--- config.mk ---
export PLATFORM = sky130hd
export DESIGN_NAME = gte_mvmva_seq
export DESIGN_NICKNAME = d
export VERILOG_FILES = /design/src/rtl/gte_mvmva_seq.sv
export SDC_FILE = /design/constraint.sdc
export NUM_CORES = 1
export LEC_CHECK = 0
export BUFFER_PORTS_ARGS = -buffer_cell sky130_fd_sc_hd__buf_2
export CORE_MARGIN = 3
export CORE_UTILIZATION = 30
export DETAILED_ROUTE_END_ITERATION = 7
export SYNTH_ARGS = -nofsm -noshare
export SYNTH_HDL_FRONTEND = slang
export SYNTH_SLANG_ARGS = --single-unit
export TNS_END_PERCENT = 100
--- constraint.sdc ---
create_clock -name clk -period 4.8 [get_ports clk]
set_input_delay 0.96 -clock clk [delete_from_list [all_inputs] [get_ports clk]]
set_output_delay 0.96 -clock clk [all_outputs]
set_load 0.02 [all_outputs]
--- src/rtl/gte_mvmva_seq.sv ---
// MVMVA sequencer: drives the shared GTE multiply-add unit for one product per clock to form
// MAC = (TR<<12) + M*V for a 3x3 matrix, then shifts, saturates and flags each row.
module gte_mvmva_seq #(
    parameter int ACC_W = 48,
    parameter int OVF_W = 44
) (
    input  logic             clk,
    input  logic             reset,
    input  logic             start,
    input  logic             sf,
    input  logic             lm,
    input  logic [143:0]     mtx,
    input  logic [47:0]      vec,
    input  logic [95:0]      tr,
    output logic [26:0]      mul_a,
    output logic [17:0]      mul_b,
    output logic [ACC_W-1:0] mul_c,
    output logic [1:0]       mul_addsub,
    input  logic [ACC_W-1:0] mul_dout,
    output logic             busy,
    output logic             done,
    output logic [95:0]      mac,
    output logic [47:0]      ir,
    output logic [2:0]       mac_ovf_pos,
    output logic [2:0]       mac_ovf_neg,
    output logic [2:0]       ir_sat
);

    typedef enum logic [1:0] {S_IDLE, S_MAC, S_DONE} state_t;

    localparam logic signed [ACC_W-1:0] OVF_MAX = {{(ACC_W-OVF_W+1){1'b0}}, {(OVF_W-1){1'b1}}};
    localparam logic signed [ACC_W-1:0] OVF_MIN = {{(ACC_W-OVF_W+1){1'b1}}, {(OVF_W-1){1'b0}}};
    localparam logic signed [ACC_W-1:0] IR_MAX  = {{(ACC_W-15){1'b0}}, {15{1'b1}}};
    localparam logic signed [ACC_W-1:0] IR_MIN  = {{(ACC_W-15){1'b1}}, 15'b0};

    state_t             state_q;
    logic [1:0]         r_q, c_q;
    logic               sf_q, lm_q, busy_q, done_q;
    logic [143:0]       mtx_q;
    logic [47:0]        vec_q;
    logic [95:0]        tr_q;
    logic [ACC_W-1:0]   acc_q;
    logic [95:0]        mac_q;
    logic [47:0]        ir_q;
    logic [2:0]         ovf_pos_q, ovf_neg_q, sat_q;

    logic [3:0]         elem_idx;
    logic [15:0]        m_elem, v_elem;
    logic [31:0]        tr_elem;
    logic signed [ACC_W-1:0] dout_s, s_d, ir_lo, ir_clamp_d;
    logic [15:0]        ir_d;
    logic               sat_d;

    assign elem_idx = ({2'b00, r_q} * 4'd3) + {2'b00, c_q};
    assign m_elem   = mtx_q[{elem_idx, 4'b0000} +: 16];
    assign v_elem   = vec_q[{c_q, 4'b0000} +: 16];
    assign tr_elem  = tr_q[{r_q, 5'b00000} +: 32];

    // Operands are only presented while sequencing so the shared unit sees no toggling when idle.
    always_comb begin
        mul_a = '0;
        mul_b = '0;
        mul_c = '0;
        if (state_q == S_MAC) begin
            mul_a = {{11{m_elem[15]}}, m_elem};
            mul_b = {{2{v_elem[15]}}, v_elem};
            mul_c = (c_q == 2'd0) ? {{(ACC_W-44){tr_elem[31]}}, tr_elem, 12'b0} : acc_q;
        end
    end

    assign mul_addsub = 2'b00;

    // Row result: the clamp looks at the full-width shifted sum, not just its low 16 bits.
    assign dout_s = mul_dout;
    assign s_d    = sf_q ? (dout_s >>> 12) : dout_s;
    assign ir_lo  = lm_q ? '0 : IR_MIN;

    always_comb begin
        ir_clamp_d = s_d;
        sat_d      = 1'b0;
        if (s_d > IR_MAX) begin
            ir_clamp_d = IR_MAX;
            sat_d      = 1'b1;
        end else if (s_d < ir_lo) begin
            ir_clamp_d = ir_lo;
            sat_d      = 1'b1;
        end
        ir_d = ir_clamp_d[15:0];
    end

    // NOTE: every register here, including the wide operand copies, is cleared by reset so no X reaches the unit.
    always_ff @(posedge clk) begin
        if (reset) begin
            state_q   <= S_IDLE;
            r_q       <= '0;
            c_q       <= '0;
            sf_q      <= 1'b0;
            lm_q      <= 1'b0;
            busy_q    <= 1'b0;
            done_q    <= 1'b0;
            mtx_q     <= '0;
            vec_q     <= '0;
            tr_q      <= '0;
            acc_q     <= '0;
            mac_q     <= '0;
            ir_q      <= '0;
            ovf_pos_q <= '0;
            ovf_neg_q <= '0;
            sat_q     <= '0;
        end else begin
            case (state_q)
                S_IDLE: begin
                    done_q <= 1'b0;
                    if (start) begin
                        state_q   <= S_MAC;
                        busy_q    <= 1'b1;
                        sf_q      <= sf;
                        lm_q      <= lm;
                        mtx_q     <= mtx;
                        vec_q     <= vec;
                        tr_q      <= tr;
                        r_q       <= '0;
                        c_q       <= '0;
                        ovf_pos_q <= '0;
                        ovf_neg_q <= '0;
                        sat_q     <= '0;
                    end
                end
                S_MAC: begin
                    acc_q <= mul_dout;
                    if (dout_s > OVF_MAX) ovf_pos_q[r_q] <= 1'b1;
                    if (dout_s < OVF_MIN) ovf_neg_q[r_q] <= 1'b1;
                    if (c_q == 2'd2) begin
                        mac_q[{r_q, 5'b00000} +: 32] <= s_d[31:0];
                        ir_q[{r_q, 4'b0000} +: 16]   <= ir_d;
                        sat_q[r_q]                   <= sat_d;
                        c_q                          <= '0;
                        if (r_q == 2'd2) begin
                            state_q <= S_DONE;
                            done_q  <= 1'b1;
                            r_q     <= '0;
                        end else begin
                            r_q <= r_q + 2'd1;
                        end
                    end else begin
                        c_q <= c_q + 2'd1;
                    end
                end
                S_DONE: begin
                    state_q <= S_IDLE;
                    busy_q  <= 1'b0;
                    done_q  <= 1'b0;
                end
                default: state_q <= S_IDLE;
            endcase
        end
    end

    assign busy        = busy_q;
    assign done        = done_q;
    assign mac         = mac_q;
    assign ir          = ir_q;
    assign mac_ovf_pos = ovf_pos_q;
    assign mac_ovf_neg = ovf_neg_q;
    assign ir_sat      = sat_q;

endmodule

==> impl_metrics.env <==
export IMPL_status="finished, final reports clean"
export IMPL_drv_cap=0
export IMPL_totalPowerFinal_w=0.0101
export IMPL_drt_wirelength_per_cell_um=20.5
export IMPL_final_util_pct=38.4
export IMPL_holdPathStages=2
export IMPL_first_global_vias=19700
export IMPL_vias_per_cell=5.06
export IMPL_power_frac_clock_pct=44.2
export IMPL_antenna_left=0
export IMPL_crit_slowest_cell="fa_1"
export IMPL_pin_count=591
export IMPL_grtUsageTotal_pct=21.2
export IMPL_seq_area_mm2=0.00999
export IMPL_fin_crit_sh_pct=91.9
export IMPL_grt_setup_unrepaired="no"
export IMPL_grt_max_degree=223
export IMPL_synthArstFlopShare_pct=0
export IMPL_gp_congestion=0.876
export IMPL_drc=0
export IMPL_cts_htree_levels=2
export IMPL_final_cell_mix="756 x nand2_1, 587 x buf_2, 496 x dfxtp_1"
export IMPL_drive_gt1_share_pct=27.4
export IMPL_mappedNetlistArea_mm2=0.0215
export IMPL_fin_tns_setup_ps=0
export IMPL_seqPwrFrac_pct=43.6
export IMPL_via_count=20700
export IMPL_ys_warn_count=0
export IMPL_rows=97
export IMPL_total_leakage_power_nw=11.4
export IMPL_grt_pass1_wl_mm=123
export IMPL_p_sw_w=0.00275
export IMPL_reg2reg_from="sf_q"
export IMPL_setup_worst_path_class="register to output port"
export IMPL_setup_viol=0
export IMPL_p_per_area_mw_per_mm2=375
export IMPL_synth_cell_type_count=55
export IMPL_relSlewSlack_pct=14.8
export IMPL_postCtsSetupBuffers=0
export IMPL_holdPathEnd="ir[25]"
export IMPL_area_growth_pct=25.9
export IMPL_ys_ff_latch=499
export IMPL_cts_root_buf="clkbuf_16"
export IMPL_dieArea_mm2=0.0749
export IMPL_final_hold_viol_count=0
export IMPL_synthCells=2648
export IMPL_cts_buffers=57
export IMPL_grtUsageMet1_pct=27.3
export IMPL_peakVddDrop_mv=0.256
export IMPL_io_buffers=588
export IMPL_synth_main_ff_cell="dfxtp_1"
export IMPL_worstRegToRegCells=10
export IMPL_worstPathRequired_ps=3840
export IMPL_report_final_slew_viol_count=0
export IMPL_initial_utilization_pct=30.5
export IMPL_fin_crit_ps=4410
export IMPL_cts_sinks=499
export IMPL_whs_ps=449
export IMPL_p_int_w=0.00738
export IMPL_drtIter0Drc=1754
export IMPL_reg2reg_slack_ps=860
export IMPL_drt_wl_total_mm=83.8
export IMPL_critPathMaxStageDelay_ps=480
export IMPL_critical_path_endpoint_type="output port"
export IMPL_critPathArrivalTime_ps=3450
export IMPL_grt_busiest_layer="met2"
export IMPL_firstDrtPassIters=5
export IMPL_dp_slack_ps=584
export IMPL_grt_overflow_total=0
export IMPL_antenna_found_initial=7
export IMPL_multiInputGateArea_mm2=0.0105
export IMPL_die_h_um=274
export IMPL_worst_slack_ps=387
export IMPL_fillCellCount=7387
export IMPL_hold_class="register to register"
export IMPL_fin_skew_ps=18.4
export IMPL_swShare_pct=27.2
export IMPL_grt_use_met2_pct=35.0
export IMPL_die_x_um=274
export IMPL_hpwl_mm=59.2
export IMPL_syn_avg_cell_area_um2=8.12
export IMPL_path_cells="fa_1 > ha_1 > buf_4 > mux4_2 > mux2_2 > a22oi_1 > nor2_1 > buf_2"
export IMPL_path_clk_slew_ps=60
export IMPL_use_met3_pct=4.80
export IMPL_cp_start_kind="register"
export IMPL_tightestPinTransition_ps=1270
export IMPL_clock_fmax_ghz=0.227
export IMPL_cp_max_fo=33
export IMPL_seq_area_frac_synth_pct=46.5
export IMPL_synth_enable_flop_cells=0
export IMPL_cts_buffer_depth=3
export IMPL_regToRegEndpoint="ir[47]"
export IMPL_fp_coreArea_mm2=0.0705
export IMPL_nets=3483
export IMPL_combPwrFrac_pct=12.2
export IMPL_layout_commonest_cell="nand2_1"
export IMPL_hold_start="ir[25]"
export IMPL_tritoncts="built"
export IMPL_clock_latency_ps=610
timing repair:
item                                    4_1_cts  5_1_grt
hold buffers                                  0        0
endpoints found under the setup margin        0       12
resized for setup                             0        1
how the worst max path moves through the flow:
stage / start / end / slack (ps) / cells after the start
2_1_floorplan: r_q[0] / mul_a[16] / 240 / 9
3_3_place_gp: mul_dout[47] / ir[47] / 640 / 11
3_5_place_dp: mul_dout[47] / ir[47] / 580 / 11
4_1_cts: r_q[0] / mul_a[16] / 80 / 10
5_1_grt: r_q[0] / mul_a[16] / 120 / 10
6_report: r_q[0] / mul_a[13] / 390 / 8
cells by family (layout without fill, tap and decap cells):
logic type,after synthesis,in the layout,share of synthesized area (%)
adders and majority gates,42,42,2.52
AOI/OAI and AO/OA,676,676,18.4
other,1,7,0.0174
buffers and inverters,270,765,5.06
muxes,132,132,8.58
DFF,499,499,46.5
and+or+nand+nor,1028,1028,18.9
critical path: cells and delay by family (launching register included):
kind / cells / cell delay [ps]
muxes: 2 / 810
and+or+nand+nor: 1 / 100
DFF: 1 / 340
AOI/OAI and AO/OA: 1 / 150
adders and majority gates: 2 / 770
buffers and inverters: 2 / 650
stage by stage:
step           cell area (µm²)  std cells
2_1_floorplan            21500       2649
3_3_place_gp             25100       3981
3_5_place_dp             25100       3981
4_1_cts                  27100       4084
5_1_grt                  27100       4087
6_report                 27100       4089
state kept, by name (all words and copies together), names as in the netlist:
signal / flops
mtx_q: 144
mac: 96
tr_q: 96
acc_q: 48
ir: 48
vec_q: 48
ir_sat: 3
mac_ovf_neg: 3
mac_ovf_pos: 3
c_q: 2
r_q: 2
state_q: 2
busy: 1
done: 1
lm_q: 1
sf_q: 1
cell usage after synthesis, drive strengths merged (2+ instances only):
master,n,area [µm²]
nand2,759,2850
dfxtp,499,9990
a21oi,415,2080
clkbuf,199,747
nor2,179,672
a22oi,109,818
mux2,81,920
o21ai,67,335
ha,40,500
buf,37,213
nor3,36,190
inv,33,124
mux4,32,721
a221oi,31,272
mux2i,19,203
a31oi,18,113
and3,16,105
o22a,15,131
nand3,9,45.0
nor4,8,56.3
nand4,7,43.8
a21o,4,30.0
a32o,3,30.0
o41ai,3,33.8
or4,3,26.3
a211oi,2,15.0
fa,2,40.0
nand2b,2,12.5
nand3b,2,15.0
nor2b,2,12.5
o21a,2,15.0
o31ai,2,28.8
or2,2,12.5
power groups by stage:
| stage | sequential (W) | combinational (W) | clock [W] |
|---|---|---|---|
| after floorplan | 0.00448 | 0.000753 | 0 |
| after global placement | 0.00450 | 0.00124 | 0 |
| after detailed placement | 0.00451 | 0.00125 | 0 |
| after CTS | 0.00442 | 0.00125 | 0.00460 |
| after global routing | 0.00444 | 0.00137 | 0.00476 |
| final | 0.00442 | 0.00124 | 0.00448 |
area by class of cell:
type	instances	area share [%]
multi-input combinational	1880	38.8
tap	940	4.35
clock buffer	76	5.90
inverter	34	0.472
clock inverter	27	1.17
timing repair buffer	628	12.3
antenna	5	0.0462
sequential	499	36.9
metal layers:
| layer | up-vias | part of all wire [%] |
|---|---|---|
| met4 | 6 | 3.2 |
| met5 | - | 0.033 |
| li1 | 9934 | - |
| met1 | 9825 | 41 |
| met3 | 131 | 8.4 |
| met2 | 806 | 47 |
(Power assumes the default switching activity.)
